## src/rtl/frame_bank_scheduler_if.sv

```systemverilog
// Handshake/bank-select bundle between DATA_FSM/VGA timing (master) and frame_bank_scheduler (slave).
// Optional macro UNDERRUN_CNT_EN adds the underrun_cnt signal.
interface frame_bank_scheduler_if #(
  parameter int unsigned NUM_BANKS = 4,
  parameter int unsigned IDX_W     = $clog2(NUM_BANKS)
);
  logic                 init;
  logic                 wr_done;
  logic                 frame_end;
  logic                 start_req;
  logic [NUM_BANKS-1:0] wr_bank;
  logic [NUM_BANKS-1:0] rd_bank;
  logic                 rd_valid;
  logic [IDX_W-1:0]     rd_idx;
  logic [IDX_W:0]       fill_level;
  logic                 underrun;
`ifdef UNDERRUN_CNT_EN
  logic [15:0]          underrun_cnt;
`endif

  modport master (
    output init, wr_done, frame_end,
`ifdef UNDERRUN_CNT_EN
    input  underrun_cnt,
`endif
    input  start_req, wr_bank, rd_bank, rd_valid, rd_idx, fill_level, underrun
  );

  modport slave (
    input  init, wr_done, frame_end,
`ifdef UNDERRUN_CNT_EN
    output underrun_cnt,
`endif
    output start_req, wr_bank, rd_bank, rd_valid, rd_idx, fill_level, underrun
  );
endinterface

```

## src/rtl/frame_bank_scheduler.sv

```systemverilog
// Ring of NUM_BANKS frame banks: writer fills empty banks, VGA reader shows full ones with
// prefill, per-frame repeat and sticky underrun. Optional macro UNDERRUN_CNT_EN adds underrun_cnt.
module frame_bank_scheduler #(
  parameter int unsigned NUM_BANKS     = 4,
  parameter int unsigned PREFILL_BANKS = 2,
  parameter int unsigned FRAME_REPEAT  = 2,
  parameter int unsigned IDX_W         = $clog2(NUM_BANKS)
) (
  input logic                   CLK_40,
  input logic                   reset,
  frame_bank_scheduler_if.slave bus
);

  typedef enum logic [1:0] {StIdle, StPrefill, StPlay} state_e;

  state_e               state_q, state_d;
  logic [NUM_BANKS-1:0] full_q, full_d;
  logic [IDX_W-1:0]     wr_idx_q, wr_idx_d;
  logic [IDX_W-1:0]     rd_idx_q, rd_idx_d;
  logic [7:0]           rep_q, rep_d;
  logic                 pend_q, pend_d;
  logic                 start_q, start_d;
  logic [IDX_W:0]       fill_q, fill_d;
  logic                 under_q, under_d;
`ifdef UNDERRUN_CNT_EN
  logic [15:0]          ucnt_q, ucnt_d;
`endif

  logic                 wr_fire;
  logic                 release_bank;
  logic [IDX_W-1:0]     rd_next;

  function automatic logic [IDX_W-1:0] inc_idx(input logic [IDX_W-1:0] i);
    if (i == IDX_W'(NUM_BANKS - 1)) begin
      return '0;
    end
    return i + 1'b1;
  endfunction

  always_comb begin
    state_d      = state_q;
    full_d       = full_q;
    wr_idx_d     = wr_idx_q;
    rd_idx_d     = rd_idx_q;
    rep_d        = rep_q;
    pend_d       = pend_q;
    start_d      = 1'b0;
    under_d      = under_q;
`ifdef UNDERRUN_CNT_EN
    ucnt_d       = ucnt_q;
`endif
    release_bank = 1'b0;
    rd_next      = inc_idx(rd_idx_q);
    wr_fire      = pend_q && bus.wr_done && (state_q != StIdle);

    case (state_q)
      StIdle:    if (bus.init) state_d = StPrefill;
      StPrefill: if (fill_q >= (IDX_W+1)'(PREFILL_BANKS)) state_d = StPlay;
      StPlay:    state_d = StPlay;
      default:   state_d = StIdle;
    endcase

    // Write engine: one outstanding write at a time, only into an empty bank.
    if (state_q != StIdle) begin
      if (wr_fire) begin
        full_d[wr_idx_q] = 1'b1;
        pend_d           = 1'b0;
        wr_idx_d         = inc_idx(wr_idx_q);
      end else if (!pend_q && !full_q[wr_idx_q]) begin
        start_d = 1'b1;
        pend_d  = 1'b1;
      end
    end

    // Read engine; a completing write into the next bank counts as full (bypass).
    if (state_q == StPlay && bus.frame_end) begin
      if (rep_q < 8'(FRAME_REPEAT - 1)) begin
        rep_d = rep_q + 8'd1;
      end else if (full_q[rd_next] || (wr_fire && wr_idx_q == rd_next)) begin
        full_d[rd_idx_q] = 1'b0;
        rd_idx_d         = rd_next;
        rep_d            = 8'd0;
        release_bank     = 1'b1;
      end else begin
        under_d = 1'b1;
`ifdef UNDERRUN_CNT_EN
        if (ucnt_q != 16'hFFFF) ucnt_d = ucnt_q + 16'd1;
`endif
      end
    end

    case ({wr_fire, release_bank})
      2'b10:   fill_d = fill_q + (IDX_W+1)'(1);
      2'b01:   fill_d = fill_q - (IDX_W+1)'(1);
      default: fill_d = fill_q;
    endcase
  end

  always_ff @(posedge CLK_40) begin
    if (!reset) begin
      state_q  <= StIdle;
      full_q   <= '0;
      wr_idx_q <= '0;
      rd_idx_q <= '0;
      rep_q    <= '0;
      pend_q   <= 1'b0;
      start_q  <= 1'b0;
      fill_q   <= '0;
      under_q  <= 1'b0;
`ifdef UNDERRUN_CNT_EN
      ucnt_q   <= '0;
`endif
    end else begin
      state_q  <= state_d;
      full_q   <= full_d;
      wr_idx_q <= wr_idx_d;
      rd_idx_q <= rd_idx_d;
      rep_q    <= rep_d;
      pend_q   <= pend_d;
      start_q  <= start_d;
      fill_q   <= fill_d;
      under_q  <= under_d;
`ifdef UNDERRUN_CNT_EN
      ucnt_q   <= ucnt_d;
`endif
    end
  end

  assign bus.start_req  = start_q;
  assign bus.wr_bank    = pend_q ? (NUM_BANKS'(1) << wr_idx_q) : '0;
  assign bus.rd_valid   = (state_q == StPlay);
  assign bus.rd_bank    = (state_q == StPlay) ? (NUM_BANKS'(1) << rd_idx_q) : '0;
  assign bus.rd_idx     = rd_idx_q;
  assign bus.fill_level = fill_q;
  assign bus.underrun   = under_q;
`ifdef UNDERRUN_CNT_EN
  assign bus.underrun_cnt = ucnt_q;
`endif

endmodule

```

## src/flat_wrapper.sv

```systemverilog
// flat-port wrapper written by rule: the top's interface ports become plain ports
module frame_bank_scheduler_flat 
#(
  parameter int unsigned NUM_BANKS     = 4,
  parameter int unsigned PREFILL_BANKS = 2,
  parameter int unsigned FRAME_REPEAT  = 2,
  parameter int unsigned IDX_W         = $clog2(NUM_BANKS)
)
  (CLK_40, reset, bus_init, bus_wr_done, bus_frame_end, bus_start_req, bus_wr_bank, bus_rd_bank, bus_rd_valid, bus_rd_idx, bus_fill_level, bus_underrun);
  frame_bank_scheduler_if #(.NUM_BANKS(NUM_BANKS), .IDX_W(IDX_W)) bus_i ();
  input logic CLK_40;
  input logic reset;
  input wire logic [$bits(bus_i.init)-1:0] bus_init;
  input wire logic [$bits(bus_i.wr_done)-1:0] bus_wr_done;
  input wire logic [$bits(bus_i.frame_end)-1:0] bus_frame_end;
  output wire logic [$bits(bus_i.start_req)-1:0] bus_start_req;
  output wire logic [$bits(bus_i.wr_bank)-1:0] bus_wr_bank;
  output wire logic [$bits(bus_i.rd_bank)-1:0] bus_rd_bank;
  output wire logic [$bits(bus_i.rd_valid)-1:0] bus_rd_valid;
  output wire logic [$bits(bus_i.rd_idx)-1:0] bus_rd_idx;
  output wire logic [$bits(bus_i.fill_level)-1:0] bus_fill_level;
  output wire logic [$bits(bus_i.underrun)-1:0] bus_underrun;
  assign bus_i.init = bus_init;
  assign bus_i.wr_done = bus_wr_done;
  assign bus_i.frame_end = bus_frame_end;
  assign bus_start_req = bus_i.start_req;
  assign bus_wr_bank = bus_i.wr_bank;
  assign bus_rd_bank = bus_i.rd_bank;
  assign bus_rd_valid = bus_i.rd_valid;
  assign bus_rd_idx = bus_i.rd_idx;
  assign bus_fill_level = bus_i.fill_level;
  assign bus_underrun = bus_i.underrun;
  frame_bank_scheduler #(.NUM_BANKS(NUM_BANKS), .PREFILL_BANKS(PREFILL_BANKS), .FRAME_REPEAT(FRAME_REPEAT), .IDX_W(IDX_W)) u_core (.CLK_40(CLK_40), .reset(reset), .bus(bus_i));
endmodule
```

## config.mk

```make
export PLATFORM = sky130hd
export DESIGN_NAME = frame_bank_scheduler_flat
export DESIGN_NICKNAME = d
export VERILOG_FILES = /design/src/rtl/frame_bank_scheduler_if.sv /design/src/rtl/frame_bank_scheduler.sv /design/src/flat_wrapper.sv
export SDC_FILE = /design/constraint.sdc
export NUM_CORES = 1
export LEC_CHECK = 0
export BUFFER_PORTS_ARGS = -buffer_cell sky130_fd_sc_hd__buf_4
export CAP_MARGIN = 40
export CELL_PAD_IN_SITES_DETAIL_PLACEMENT = 1
export CELL_PAD_IN_SITES_GLOBAL_PLACEMENT = 1
export CORE_MARGIN = 8
export CORE_UTILIZATION = 30
export CTS_BUF_LIST = sky130_fd_sc_hd__clkbuf_8
export CTS_CLUSTER_DIAMETER = 100
export DETAILED_ROUTE_END_ITERATION = 7
export PLACE_DENSITY_LB_ADDON = 0.1
export SKIP_CTS_REPAIR_TIMING = 1
export SLEW_MARGIN = 25
export SYNTH_ARGS = -nofsm -noshare
export SYNTH_HDL_FRONTEND = slang
export SYNTH_SLANG_ARGS = --single-unit
```

## constraint.sdc

```tcl
create_clock -name CLK_40 -period 3.9 [get_ports CLK_40]
set_input_delay 0.39 -clock CLK_40 [delete_from_list [all_inputs] [get_ports CLK_40]]
set_output_delay 0.39 -clock CLK_40 [all_outputs]
set_load 0.01 [all_outputs]
```

Yosys cells after proc, flatten, opt, wreduce, memory -nomap -nowiden. Cells that the tools add are included.

Bitwise logic cells: 7. Shift operators: 2. Equality and inequality tests: 9. Reduce and logical (&&, ||, !) cells: 22. Add/sub/neg operators: 5. Muxes and demuxes: 35. Order comparisons: 7.

Operators with widths (number): 2-to-1 mux 4 bit (7); 2-to-1 mux 8 bit (2); 2-to-1 mux 1 bit (14); 2-to-1 mux 2 bit (6); < comparator 2 x 3 -> 1 bit (second input constant) (3); adder 8 x 1 -> 8 bit (second input constant) (1); equality test 2 bit (second input constant) (4); < comparator 8 x 1 -> 1 bit (second input constant) (1); AND reduction 2 bit (4); nonzero test 2 bit (4); << shifter 1 x 2 -> 4 bit (first input constant) (2); logical AND 1 bit (7); one-hot mux 2 bit (3 select lines) (1); one-hot mux 3 bit (2 select lines) (1); AND reduction 3 bit (2); adder 2 x 1 -> 2 bit (second input constant) (2); bitwise AND 4 bit (1); binary-select mux 1 bit (select 2 bit) (2); demux 1 bit (select 2 bit) (2); equality test 2 x 1 -> 1 bit (second input constant) (2); greater-or-equal comparator 2 x 1 -> 1 bit (second input constant) (2); NOT 1 bit (4); NOT 4 bit (1); bitwise OR 4 bit (1); other kinds (10) (11).

Output and inout port bits: 16. Word-level logic and storage cells: 96. Register bits: 24.

Logic depth before layout (Yosys ltp). Gate-level depths: netlist of the first run.

Word-level depth: 11. Mapped depth: 12. Mapped depth without buffers: 11.

Worst setup path before layout of the first run. No wires, ideal clock.

Kind: register to register. Start: register u_core.rd_idx_q[0], in the netlist u_core.bus.rd_idx[0]. End: register u_core.fill_q[2], in the netlist u_core.bus.fill_level[2]. Arrival time: 3.055 ns. Data required time: 3.829 ns. Clock period less this slack: 3.125 ns. Slack: 0.775 ns. Setup time: 0.071 ns. Buffers on the path: 0. Stages on the path, launching flop included: 11. Cells stage by stage: dfxtp_1 > inv_1 > ha_1 > mux4_2 > a21oi_2 > ha_1 > inv_1 > fa_1 > xor2_1 > or3_1 > a21oi_1.

Cells in the longest elaborated chain, start to end: 11. Elaborated cells on any way between the ends: 16. Those cells by class: 1 x add/sub; 4 x eq/ne; 8 x mux; 3 x reduce/logical.

RTL lines: start: declaration (line frame_bank_scheduler.sv:19) `logic [IDX_W-1:0] rd_idx_q, rd_idx_d;`; start signal: assignment (line frame_bank_scheduler.sv:117) `rd_idx_q <= rd_idx_d;`; equality test 2 bit (line frame_bank_scheduler.sv:34) `if (i == IDX_W'(NUM_BANKS - 1)) begin`; 2-to-1 mux 1 bit (line frame_bank_scheduler.sv:34); 2-to-1 mux 2 bit * (line frame_bank_scheduler.sv:37) `return i + 1'b1;`; named net u_core.rd_next[1] (line frame_bank_scheduler.sv:31) `logic [IDX_W-1:0] rd_next;`; binary-select mux 1 bit (select 2 bit) or equality test 2 bit (tied branches) (line frame_bank_scheduler.sv:79) `end else if (full_q[rd_next] || (wr_fire && wr_idx_q == rd_next)) begin`; 2-to-1 mux 1 bit (not written as such) or logical AND 1 bit (tied branches) (line frame_bank_scheduler.sv:79); logical OR 1 bit * (line frame_bank_scheduler.sv:79); 2-to-1 mux 1 bit * (line frame_bank_scheduler.sv:79); 2-to-1 mux 1 bit * (line frame_bank_scheduler.sv:77) `if (rep_q < 8'(FRAME_REPEAT - 1)) begin`; 2-to-1 mux 1 bit * (line frame_bank_scheduler.sv:76) `if (state_q == StPlay && bus.frame_end) begin`; equality test 2 x 1 -> 1 bit or equality test 2 bit (tied branches) (line frame_bank_scheduler.sv:92) `case ({wr_fire, release_bank})`; one-hot mux 3 bit (2 select lines) or nonzero test 2 bit (tied branches); end signal: assignment (line frame_bank_scheduler.sv:121) `fill_q <= fill_d;`; end: declaration (line frame_bank_scheduler.sv:23) `logic [IDX_W:0] fill_q, fill_d;`.

The timed path passes the listed nets; every way through them passes the cells marked *. The select of a mux whose other input is x is not followed. A chain may end at the register's enable or synchronous reset.

Final worst setup path of the first run. Ends and elaborated chain as after synthesis.

==> results.md, run 1 <==
- Tcrit/Tclk final: 83.78%
- Reg area: 480.5 sq um
- CTS clk-pin slew, worst paths: 0.09 ns
- Vias in the first global route: 1205
- Setup Skew: 0.008348 ns
- Syn Std Cell Area: 1335 sq um
- Pin count of the biggest net entering global routing: 19
- Chip Height: 82.71 um
- Post-Syn Nets: 166
- Final setup violation count: 0
- Final #Nets: 189
- CP Launch Type: register
- Placer congestion estimate: 0.7496
- Min Tclk post-route: 3.267 ns
- Synth cell types: 37
- Hold Path Stages: 3
- Final Max Slew Viols: 0
- Fin. Hold Viols: 0
- Slew @ Worst Pin: 0.5630 ns
- Skew-Pair Late Insertion Delay: 0.27 ns
- RSZ-0062 raised after global routing: no
- Via count: 1091
- Antenna Cells: 0
- HP Class: primary input to register
- Critical Path AT: 3.45 ns
- First-pass GRT wire length: 5906 um
- Yosys warning count: 0
- Clk sinks: 24
- TritonCTS clock tree: done
- Hold Startpoint: reset
- Seq/Total Area, Yosys: 35.99%
- Critical path class: register to register
- Critical path data required time: 4.08 ns
- Layout overhead on the synthesized area: 18.09%
- Endpoint class of the critical path: register
- GRT Resource Usage Total: 11.25%
- Placed cell areas: 1535 sq um
- Yosys reg bits: 24
- DR iter-0 viols: 63
- PD cells: 346.6 nW/um^2
- DRC: 0
- F_max: 0.3061 GHz
- IO buf count: 20
- Multi-input logic area: 753.2 sq um
- Detail Route Antenna Nets: 0
- WL/cell: 15.72 um
- Crit path max fanout: 9
- Filler cell count: 520
- Reg2Reg Depth: 11
- Slew headroom: 62.23%
- Worst flop-to-flop path startpoint: u_core.bus.rd_idx[0]$_SDFFE_PN0N_
- Syn_area_per_cell: 9.144 sq um
- Htree depth: 1
- # IOs: 21
- Fin Setup TNS: 0 ns
- Tot Pwr: 0.5464 mW
- Cts bufs inserted: 3
- CTS root buffer: clkbuf_8
- Peak VDD IR: 122.1 uV
- Final wirelength: 3443 um
- Total gr overflow: 0
- Clock buffer depth: 2
- Layout cells sized above 1: 18.56%
- Max-cap viol count: 0
- Hold slack final: 0.4277 ns
- Area of the core region: 4324 sq um
- Die width: 82.71 um
- Pre-antenna DRT Iters: 4
- Initial Util: 30.87%
- Num rows: 24
- Gate Count Post-Synth: 146
- Vias per inst: 4.982
- Beginning of the critical path: u_core.bus.rd_idx[0]$_SDFFE_PN0N_
- DPL Wire Length: 2688 um
- Post-layout util: 36.46%
- Initial antenna violation count: 0
- LEAKAGE: 0.6205 nW
- Fin area: 1577 sq um
- Status: completed
- Die ar.: 6841 sq um
[path summary, 6_finish.rpt]
kind                                                 to  slack (ns)
setup reg to reg  u_core.bus.fill_level[2]$_SDFFE_PN0P_        0.63
setup / recovery  u_core.bus.fill_level[2]$_SDFFE_PN0P_        0.63
hold reg to reg        u_core.bus.underrun$_SDFFE_PN0P_        0.47
hold / removal         u_core.bus.underrun$_SDFFE_PN0P_        0.43
[cell usage after synthesis]
cell type   n  area share (%)
mux4_2      1             1.7
nand3_1     3             1.1
mux2i_1     3             2.2
o211a_1     1            0.75
nor4_1      2            0.94
a2111o_1    1            0.84
or4b_4      1             1.0
a21oi_2     1            0.66
a31oi_1     1            0.47
a211oi_2    1            0.94
o31ai_1     1            0.56
a31o_2      1            0.66
a211oi_1    5             2.8
o21ai_0     5             1.9
nand2_1     9             2.5
clkbuf_1    1            0.28
nor2_1      6             1.7
a21oi_1    13             4.9
inv_1      20             5.6
and3b_1     1            0.66
clkbuf_4    1            0.56
xnor2_1     1            0.66
clkinv_1    1            0.28
or3_1       2            0.94
dfxtp_1    24              36
nand4_1     1            0.47
a311oi_1    1            0.66
buf_6       1            0.84
or2_2       1            0.47
nor3_1      3             1.1
mux4_1      1             2.0
a21bo_2     1            0.75
nor3b_1     4             2.2
xor2_1      3             2.0
fa_1        1             1.5
and2_1      9             4.2
ha_1       14              13
[report_power, final]
group / internal (mW) / switching (mW) / total, mW
combinational: 0.0548 / 0.0639 / 0.119
sequential: 0.261 / 0.0168 / 0.278
clock: 0.0692 / 0.0806 / 0.150
total: 0.385 / 0.161 / 0.546
[sequential cells by signal, summed over array words and instances, names as in the netlist]
name / count
u_core.bus.fill_level: 3
u_core.bus.underrun: 1
u_core.full_q: 4
u_core.pend_q: 1
u_core.wr_idx_q: 2
u_core.bus.rd_idx: 2
u_core.state_q: 2
u_core.bus.start_req: 1
u_core.rep_q: 8
[final cells by class]
| cell class | instances | share of cell area [%] |
|---|---|---|
| timing repair buffer | 21 | 10.00 |
| tap | 52 | 4.127 |
| inverter | 21 | 5.000 |
| multi-input combinational | 98 | 47.78 |
| clock buffer | 3 | 2.619 |
| sequential | 24 | 30.48 |
[per-layer routing]
layer / routed length (um) / part of all wire, % / global-route usage [%]
met5: 0 / 0 / 0
met4: 37 / 1.1 / 3.103
met3: 85 / 2.5 / 2.165
met2: 1768 / 51 / 20.05
met1: 1551 / 45 / 13.31
[layout by cell type (no fill, tap or decap), types with 2 or more instances in the layout]
cell type and instances:
dfxtp_1 24, a211oi_1 5, xor2_1 3, mux2i_1 3, inv_1 20, and2_1 9
ha_1 14, or3_1 2, nand2_1 9, clkbuf_8 3, a21oi_1 13, nand3_1 3
o21ai_0 5, nor3b_1 4, buf_4 21, nor4_1 2, nor3_1 3, nor2_1 6
[worst max-delay path: stages (launching register included)]
cell	delay, ns
dfxtp_1	0.48
inv_1	0.11
ha_1	0.36
mux4_2	0.59
a21oi_2	0.17
buf_4	0.19
ha_1	0.21
inv_1	0.06
fa_1	0.38
xor2_1	0.17
or3_1	0.31
a21oi_1	0.14
[logic make-up (layout without fill, tap and decap cells)]
kind of cell             count (synthesis)  count (layout)  synth area share, %
AND/OR/NAND/NOR                         42              42                17.43
AO/OA/AOI/OAI                           32              32                15.84
flip-flops                              24              24                35.99
buffers and inverters                   24              45                7.591
adder cells (fa/ha/maj)                 15              15                14.62
multiplexers                             5               5                5.905
XOR/XNOR                                 4               4                2.625
[per-stage QoR]
step           setup slack [ns]  std cells
5_1_grt                  0.4664        219
6_report                 0.6328        219
3_5_place_dp             0.6570        216
2_1_floorplan            0.7747        146
3_3_place_gp             0.8356        216
4_1_cts                  0.6280        219
(Power assumes the default switching activity.)
==> run 2: changes to the inputs <==
--- a/config.mk
+++ b/config.mk
@@ -5,6 +5,7 @@
 export SDC_FILE = /design/constraint.sdc
 export NUM_CORES = 1
 export LEC_CHECK = 0
+export ABC_AREA = 1
 export BUFFER_PORTS_ARGS = -buffer_cell sky130_fd_sc_hd__buf_4
 export CAP_MARGIN = 40
 export CELL_PAD_IN_SITES_DETAIL_PLACEMENT = 1
==> constraint.sdc (replaced) <==
create_clock -name CLK_40 -period 2.8 [get_ports CLK_40]
set_input_delay 0.28 -clock CLK_40 [delete_from_list [all_inputs] [get_ports CLK_40]]
set_output_delay 0.28 -clock CLK_40 [all_outputs]
set_load 0.01 [all_outputs]
==> results.md, run 2 <==
- Yosys warning count: 0 (unchanged)
- Chip Height: 83.24 um (+0.64%)
- Yosys reg bits: 24 (unchanged)
- TritonCTS clock tree: done
- Commonest non-fill, non-tap cells in the layout: nand2_1, inv_1, dfxtp_1, buf_4, nor2_1
- First-pass GRT wire length: 6161 um (+4.3%)
- Initial antenna violation count: 0 (unchanged)
- Final WS setup: 0.2266 ns (-0.4062 ns)
- Synth top area share: 35.42% (-0.56 points)
- Critical path class: register to register
- Max-cap viol count: 0 (unchanged)
- Status: completed
- Most frequent cell after synthesis: nand2_1
- Fin. Hold Viols: 0 (unchanged)
- Final Max Slew Viols: 0 (unchanged)
- Multi-input logic area: 726.9 sq um (-3.5%)
- Yosys top cell by area: dfxtp_1
- DPL Wire Length: 2807 um (+4.4%)
- Post-Syn Nets: 209 (+26%)
- Vias per inst: 4.489 (-9.9%)
- Gate Count Post-Synth: 189 (+29%)
- Clk sinks: 24 (unchanged)
- Placer congestion estimate: 0.8596 (+15%)
- Top cells by area, synth: dfxtp_1, ha_1, nand2_1
- Pin count of the biggest net entering global routing: 16 (-3)
- Grt met3 use: 2.734% (+0.57 points)
- Die width: 83.24 um (+0.64%)
- Fin Setup TNS: 0 ns (unchanged)
- Die ar.: 6929 sq um (+1.3%)
- Final setup violation count: 0 (unchanged)
- Antenna Cells: 0 (unchanged)
- HP Class: primary input to register
- Max reg flops: 8 (unchanged)
- Layout cells sized above 1: 17.92% (-0.64 points)
- CP Launch Type: register
- GRT Resource Usage Total: 10.42% (-0.82 points)
- Peak VDD IR: 253.6 uV (+110%)
- Synth Flop Type: dfxtp_1
- DRC: 0 (unchanged)
- RSZ-0062 raised after global routing: no
- Setup Skew: 0.007794 ns (-0.0005540 ns)
- Detail Route Antenna Nets: 0 (unchanged)
- Dpl ws: 0.07598 ns (-0.5810 ns)
- Total gr overflow: 0 (unchanged)
- PD cells: 595.6 nW/um^2 (+72%)
- F_max: 0.3886 GHz (+27%)
- Via count: 1185 (+8.6%)
- Most instantiated cells after synthesis: nand2_1, inv_1, dfxtp_1
- Final wirelength: 3517 um (+2.1%)
- Initial Util: 31.15% (+0.28 points)
- GR met2 Demand/Resource: 18.67% (-1.4 points)
- Reg area: 481.7 sq um (+0.26%)
- Syn Std Cell Area: 1356 sq um (+1.6%)
- Num rows: 24 (unchanged)
- Filler cell count: 534 (+2.7%)
- Critical Path AT: 2.73 ns (-0.72 ns)
- Htree depth: 1 (unchanged)
- CTS root buffer: clkbuf_8
- DR iter-0 viols: 49 (-22%)
- Skew-Pair Late Insertion Delay: 0.27 ns (about the same)
- Syn_area_per_cell: 7.176 sq um (-22%)
- Final #Nets: 233 (+23%)
- LEAKAGE: 0.8151 nW (+31%)
- Clock buffer depth: 2 (unchanged)
- Top reg by flops: u_core.rep_q
- Critical path data required time: 2.96 ns (-1.12 ns)
- WL/cell: 13.32 um (-15%)
- Cts bufs inserted: 3 (unchanged)
- Area of the core region: 4354 sq um (+0.69%)
- Min Tclk post-route: 2.573 ns (-0.6938 ns)
- CTS clk-pin slew, worst paths: 0.10 ns (about the same)
- Slew headroom: 64.09% (+1.9 points)
- Tcrit/Tclk final: 91.91% (+8.1 points)
- # IOs: 21 (unchanged)
- IO buf count: 20 (unchanged)
- M1 GR Usage: 11.90% (-1.4 points)
- Layout overhead on the synthesized area: 22.23%
- Pre-antenna DRT Iters: 4 (unchanged)
- Slew @ Worst Pin: 0.5380 ns (-0.02501 ns)
- Vias in the first global route: 1313 (+9.0%)
- Post-synth EDFFs: 0 (unchanged)
- Fraction of registers with async set/reset: 0% (unchanged)
- Grt peak-use layer: met2
- Synth cell types: 21 (-43%)
- Seq/Total Area, Yosys: 35.42% (-0.56 points)
- Endpoint class of the critical path: register
- Crit path max fanout: 6 (-3)
- Commonest non-fill, non-tap cell in the layout: nand2_1
[run 2: path summary, 6_finish.rpt]
| kind | cells past startpoint | end | from | slack [ns] |
|---|---|---|---|---|
| worst max-delay path | 14 | u_core.bus.fill_level[2]$_SDFFE_PN0P_ | u_core.bus.rd_idx[1]$_SDFFE_PN0N_ | 0.23 |
| worst min-delay path | 3 | u_core.state_q[0]$_SDFFE_PN0P_ | bus_init | 0.29 |
| worst max register to register | 14 | u_core.bus.fill_level[2]$_SDFFE_PN0P_ | u_core.bus.rd_idx[1]$_SDFFE_PN0N_ | 0.23 |
| worst min register to register | 2 | u_core.rep_q[6]$_SDFFE_PN0P_ | u_core.rep_q[6]$_SDFFE_PN0P_ | 0.44 |
[run 2: cell families (layout without fill, tap and decap cells)]
group           after synthesis  after routing  synth area share, %
simple gates                 76             76                25.55
fa+ha+maj                    15             15                14.39
flops                        24             24                35.42
compound gates               31             31                11.90
buf+inv                      42             65                12.08
xor+xnor                      1              1               0.6459
[run 2: layout make-up]
cell class,instances,share of cell area (%)
clock inverter,1,1.811
clock buffer,3,2.491
multi-input combinational,123,43.85
sequential,24,29.06
tap,52,3.925
inverter,40,9.359
timing repair buffer,21,9.509
[run 2: per-stage QoR]
stage                     instances  instance area, sq um  util [%]  hold slack [ns]  total power [mW]
after floorplan                 189                  1356         -           0.4185            0.5854
after global placement          260                  1570     36.06           0.4266            0.6716
after detailed placement        260                  1570     36.06           0.4301            0.6857
after CTS                       264                  1642     37.70           0.2831             1.003
after global routing            264                  1658     38.07           0.2953             1.051
final                           264                  1658     38.07           0.2859            0.9875
[run 2: critical path: stages, from the launching register on]
cell and delay (ns):
dfxtp_2 0.39, inv_1 0.07, ha_2 0.38, xnor2_2 0.14, nand3_4 0.10, nand2_2 0.10
nand2_4 0.07, clkinv_4 0.08, ha_1 0.14, inv_1 0.07, fa_1 0.38, a21oi_1 0.17
o21ai_1 0.12, o21ai_1 0.20, a21oi_1 0.06
[run 2: per-layer routing]
| layer | part of all wire (%) | wire length (um) |
|---|---|---|
| met2 | 48 | 1680 |
| met1 | 48 | 1698 |
| met5 | 0 | 0 |
| met3 | 3.4 | 120 |
| met4 | 0.51 | 18 |
[run 2: power breakdown]
group / leakage [nW] / total, mW / switching (mW) / internal [mW]
sequential: 0.195 / 0.403 / 0.0303 / 0.373
clock: 0.0357 / 0.313 / 0.122 / 0.191
combinational: 0.585 / 0.271 / 0.167 / 0.104
total: 0.815 / 0.987 / 0.319 / 0.668
==> run 3: changes to the inputs <==
==> constraint.sdc (replaced) <==
create_clock -name CLK_40 -period 3.1 [get_ports CLK_40]
set_input_delay 0.31 -clock CLK_40 [delete_from_list [all_inputs] [get_ports CLK_40]]
set_output_delay 0.31 -clock CLK_40 [all_outputs]
set_load 0.01 [all_outputs]
==> results.md, run 3 (synthesis gave the netlist of run 2 again) <==
- Status: completed
- Die ar.: 6929 sq um (unchanged)
- Final setup violation count: 0 (unchanged)
- TritonCTS clock tree: done
- Hold Path End: u_core.state_q[0]$_SDFFE_PN0P_
- Chip Height: 83.24 um (unchanged)
- Slew headroom: 63.84% (-0.26 points)
- Clock buffer depth: 2 (unchanged)
- Placer congestion estimate: 0.7989 (-7.1%)
- Detail Route Antenna Nets: 0 (unchanged)
- Pin count of the biggest net entering global routing: 16 (unchanged)
- Dpl ws: 0.2951 ns (+0.2191 ns)
- # IOs: 21 (unchanged)
- Die width: 83.24 um (unchanged)
- DR iter-0 viols: 54 (+10%)
- Hold Path Stages: 3 (unchanged)
- RSZ-0062 raised after global routing: no
- Vias per inst: 4.601 (+2.5%)
- Commonest non-fill, non-tap cell in the layout: nand2_1
- Total gr overflow: 0 (unchanged)
- Endpoint class of the critical path: register
- Vias in the first global route: 1305 (-0.61%)
- Hold slack final: 0.3195 ns (+0.03363 ns)
- Tcrit/Tclk final: 90.73% (-1.2 points)
- Fin Setup TNS: 0 ns (unchanged)
- Final WS setup: 0.2873 ns (+0.06069 ns)
- GRT Resource Usage Total: 10.41% (about the same)
- HP Class: primary input to register
- Setup Skew: 0.005404 ns (-0.002390 ns)
- Fin. Hold Viols: 0 (unchanged)
- Max-cap viol count: 0 (unchanged)
- CP Launch Type: register
- DRC: 0 (unchanged)
- First-pass GRT wire length: 6099 um (-1.0%)
- WL/cell: 13.34 um (+0.15%)
- Final #Nets: 232 (-0.43%)
- Max reg flops: 8 (unchanged)
- Min Tclk post-route: 2.813 ns (+0.2393 ns)
- Slew @ Worst Pin: 0.5419 ns (+0.003861 ns)
- Final Max Slew Viols: 0 (unchanged)
- Initial antenna violation count: 0 (unchanged)
- Hold Startpoint: bus_init
- Pre-antenna DRT Iters: 6 (+2)
- Via count: 1210 (+2.1%)
- Peak VDD IR: 198.2 uV (-22%)
- F_max: 0.3555 GHz (-8.5%)
- LEAKAGE: 0.8117 nW (-0.42%)
- IO buf count: 20 (unchanged)
- Top reg by flops: u_core.rep_q
- Worst flop-to-flop path startpoint: u_core.bus.rd_idx[0]$_SDFFE_PN0N_
- R2r endpoint: u_core.bus.fill_level[2]$_SDFFE_PN0P_
- Layout overhead on the synthesized area: 20.48%
- Antenna Cells: 0 (unchanged)
- Skew-Pair Late Insertion Delay: 0.27 ns (about the same)
- Critical path class: register to register
- Clk sinks: 24 (unchanged)
- Layout cells sized above 1: 15.17% (-2.8 points)
- CTS clk-pin slew, worst paths: 0.09 ns (about the same)
- Final wirelength: 3509 um (-0.23%)
- Worst reg2reg setup slack: 0.29 ns (+0.06 ns)
- PD cells: 543.7 nW/um^2 (-8.7%)
- Initial Util: 31.15% (unchanged)
- Crit path max fanout: 7 (+1)
- DPL Wire Length: 2837 um (+1.1%)
- Critical path data required time: 3.26 ns (+0.30 ns)
- Htree depth: 1 (unchanged)
- Commonest non-fill, non-tap cells in the layout: nand2_1, inv_1, dfxtp_1, nor2_1, buf_4
- Reg2Reg Depth: 14 (unchanged)
- Critical Path AT: 2.97 ns (+0.24 ns)
- Area of the core region: 4354 sq um (unchanged)
- CTS root buffer: clkbuf_8
- Num rows: 24 (unchanged)
- Cts bufs inserted: 3 (unchanged)
- Filler cell count: 552 (+3.4%)
==> run 3: per-layer routing <==
layer / vias up / global-route usage, % / wire (um)
met5: - / 0 / 0
met4: 0 / 2.875 / 18
met3: 2 / 2.441 / 114
met2: 14 / 17.47 / 1661
met1: 574 / 12.84 / 1715
li1: 620 / - / -
==> run 3: layout make-up <==
cell class / instances / area, sq um / share of cell area (%)
clock buffer: 3 / 41.29 / 2.527
clock inverter: 1 / 30.03 / 1.838
inverter: 40 / 155.1 / 9.495
multi-input combinational: 123 / 711.9 / 43.57
sequential: 24 / 480.5 / 29.40
tap: 52 / 65.06 / 3.982
timing repair buffer: 20 / 150.1 / 9.188
==> run 3: critical path: stages (launching register included) <==
cell and delay, ns:
dfxtp_1 0.47, inv_1 0.14, ha_1 0.37, xnor2_1 0.29
nand3_4 0.12, nand2_2 0.10, nand2_4 0.07, clkinv_4 0.08
ha_1 0.14, inv_1 0.07, fa_1 0.38, a21oi_1 0.15
o21ai_0 0.11, o21ai_0 0.16, a21oi_1 0.05
==> run 3: worst max-delay path by stage <==
stage | from | end | slack (ns) | depth (start not counted)
floorplan | u_core.bus.rd_idx[0]$_SDFFE_PN0N_ | u_core.bus.fill_level[2]$_SDFFE_PN0P_ | 0.55 | 14
global placement | u_core.bus.rd_idx[0]$_SDFFE_PN0N_ | u_core.bus.fill_level[2]$_SDFFE_PN0P_ | 0.49 | 14
detailed placement | u_core.bus.rd_idx[0]$_SDFFE_PN0N_ | u_core.bus.fill_level[2]$_SDFFE_PN0P_ | 0.30 | 14
CTS | u_core.bus.rd_idx[0]$_SDFFE_PN0N_ | u_core.bus.fill_level[2]$_SDFFE_PN0P_ | 0.26 | 14
global route | u_core.bus.rd_idx[0]$_SDFFE_PN0N_ | u_core.bus.fill_level[2]$_SDFFE_PN0P_ | 0.05 | 14
finish | u_core.bus.rd_idx[0]$_SDFFE_PN0N_ | u_core.bus.fill_level[2]$_SDFFE_PN0P_ | 0.29 | 14
==> run 3: stage by stage <==
step | util, % | cells | area, sq um | power [mW]
6_report | 37.53 | 263 | 1634 | 0.8885
5_1_grt | 37.53 | 263 | 1634 | 0.9437
4_1_cts | 37.53 | 263 | 1634 | 0.8990
3_5_place_dp | 35.89 | 259 | 1563 | 0.6189
3_3_place_gp | 35.89 | 259 | 1563 | 0.6080
2_1_floorplan | - | 189 | 1356 | 0.5288
==> run 3: report_power, final <==
group	total [mW]	switching [mW]	internal, mW
Clock	0.282	0.109	0.173
Sequential	0.364	0.0274	0.337
Combinational	0.242	0.150	0.0926
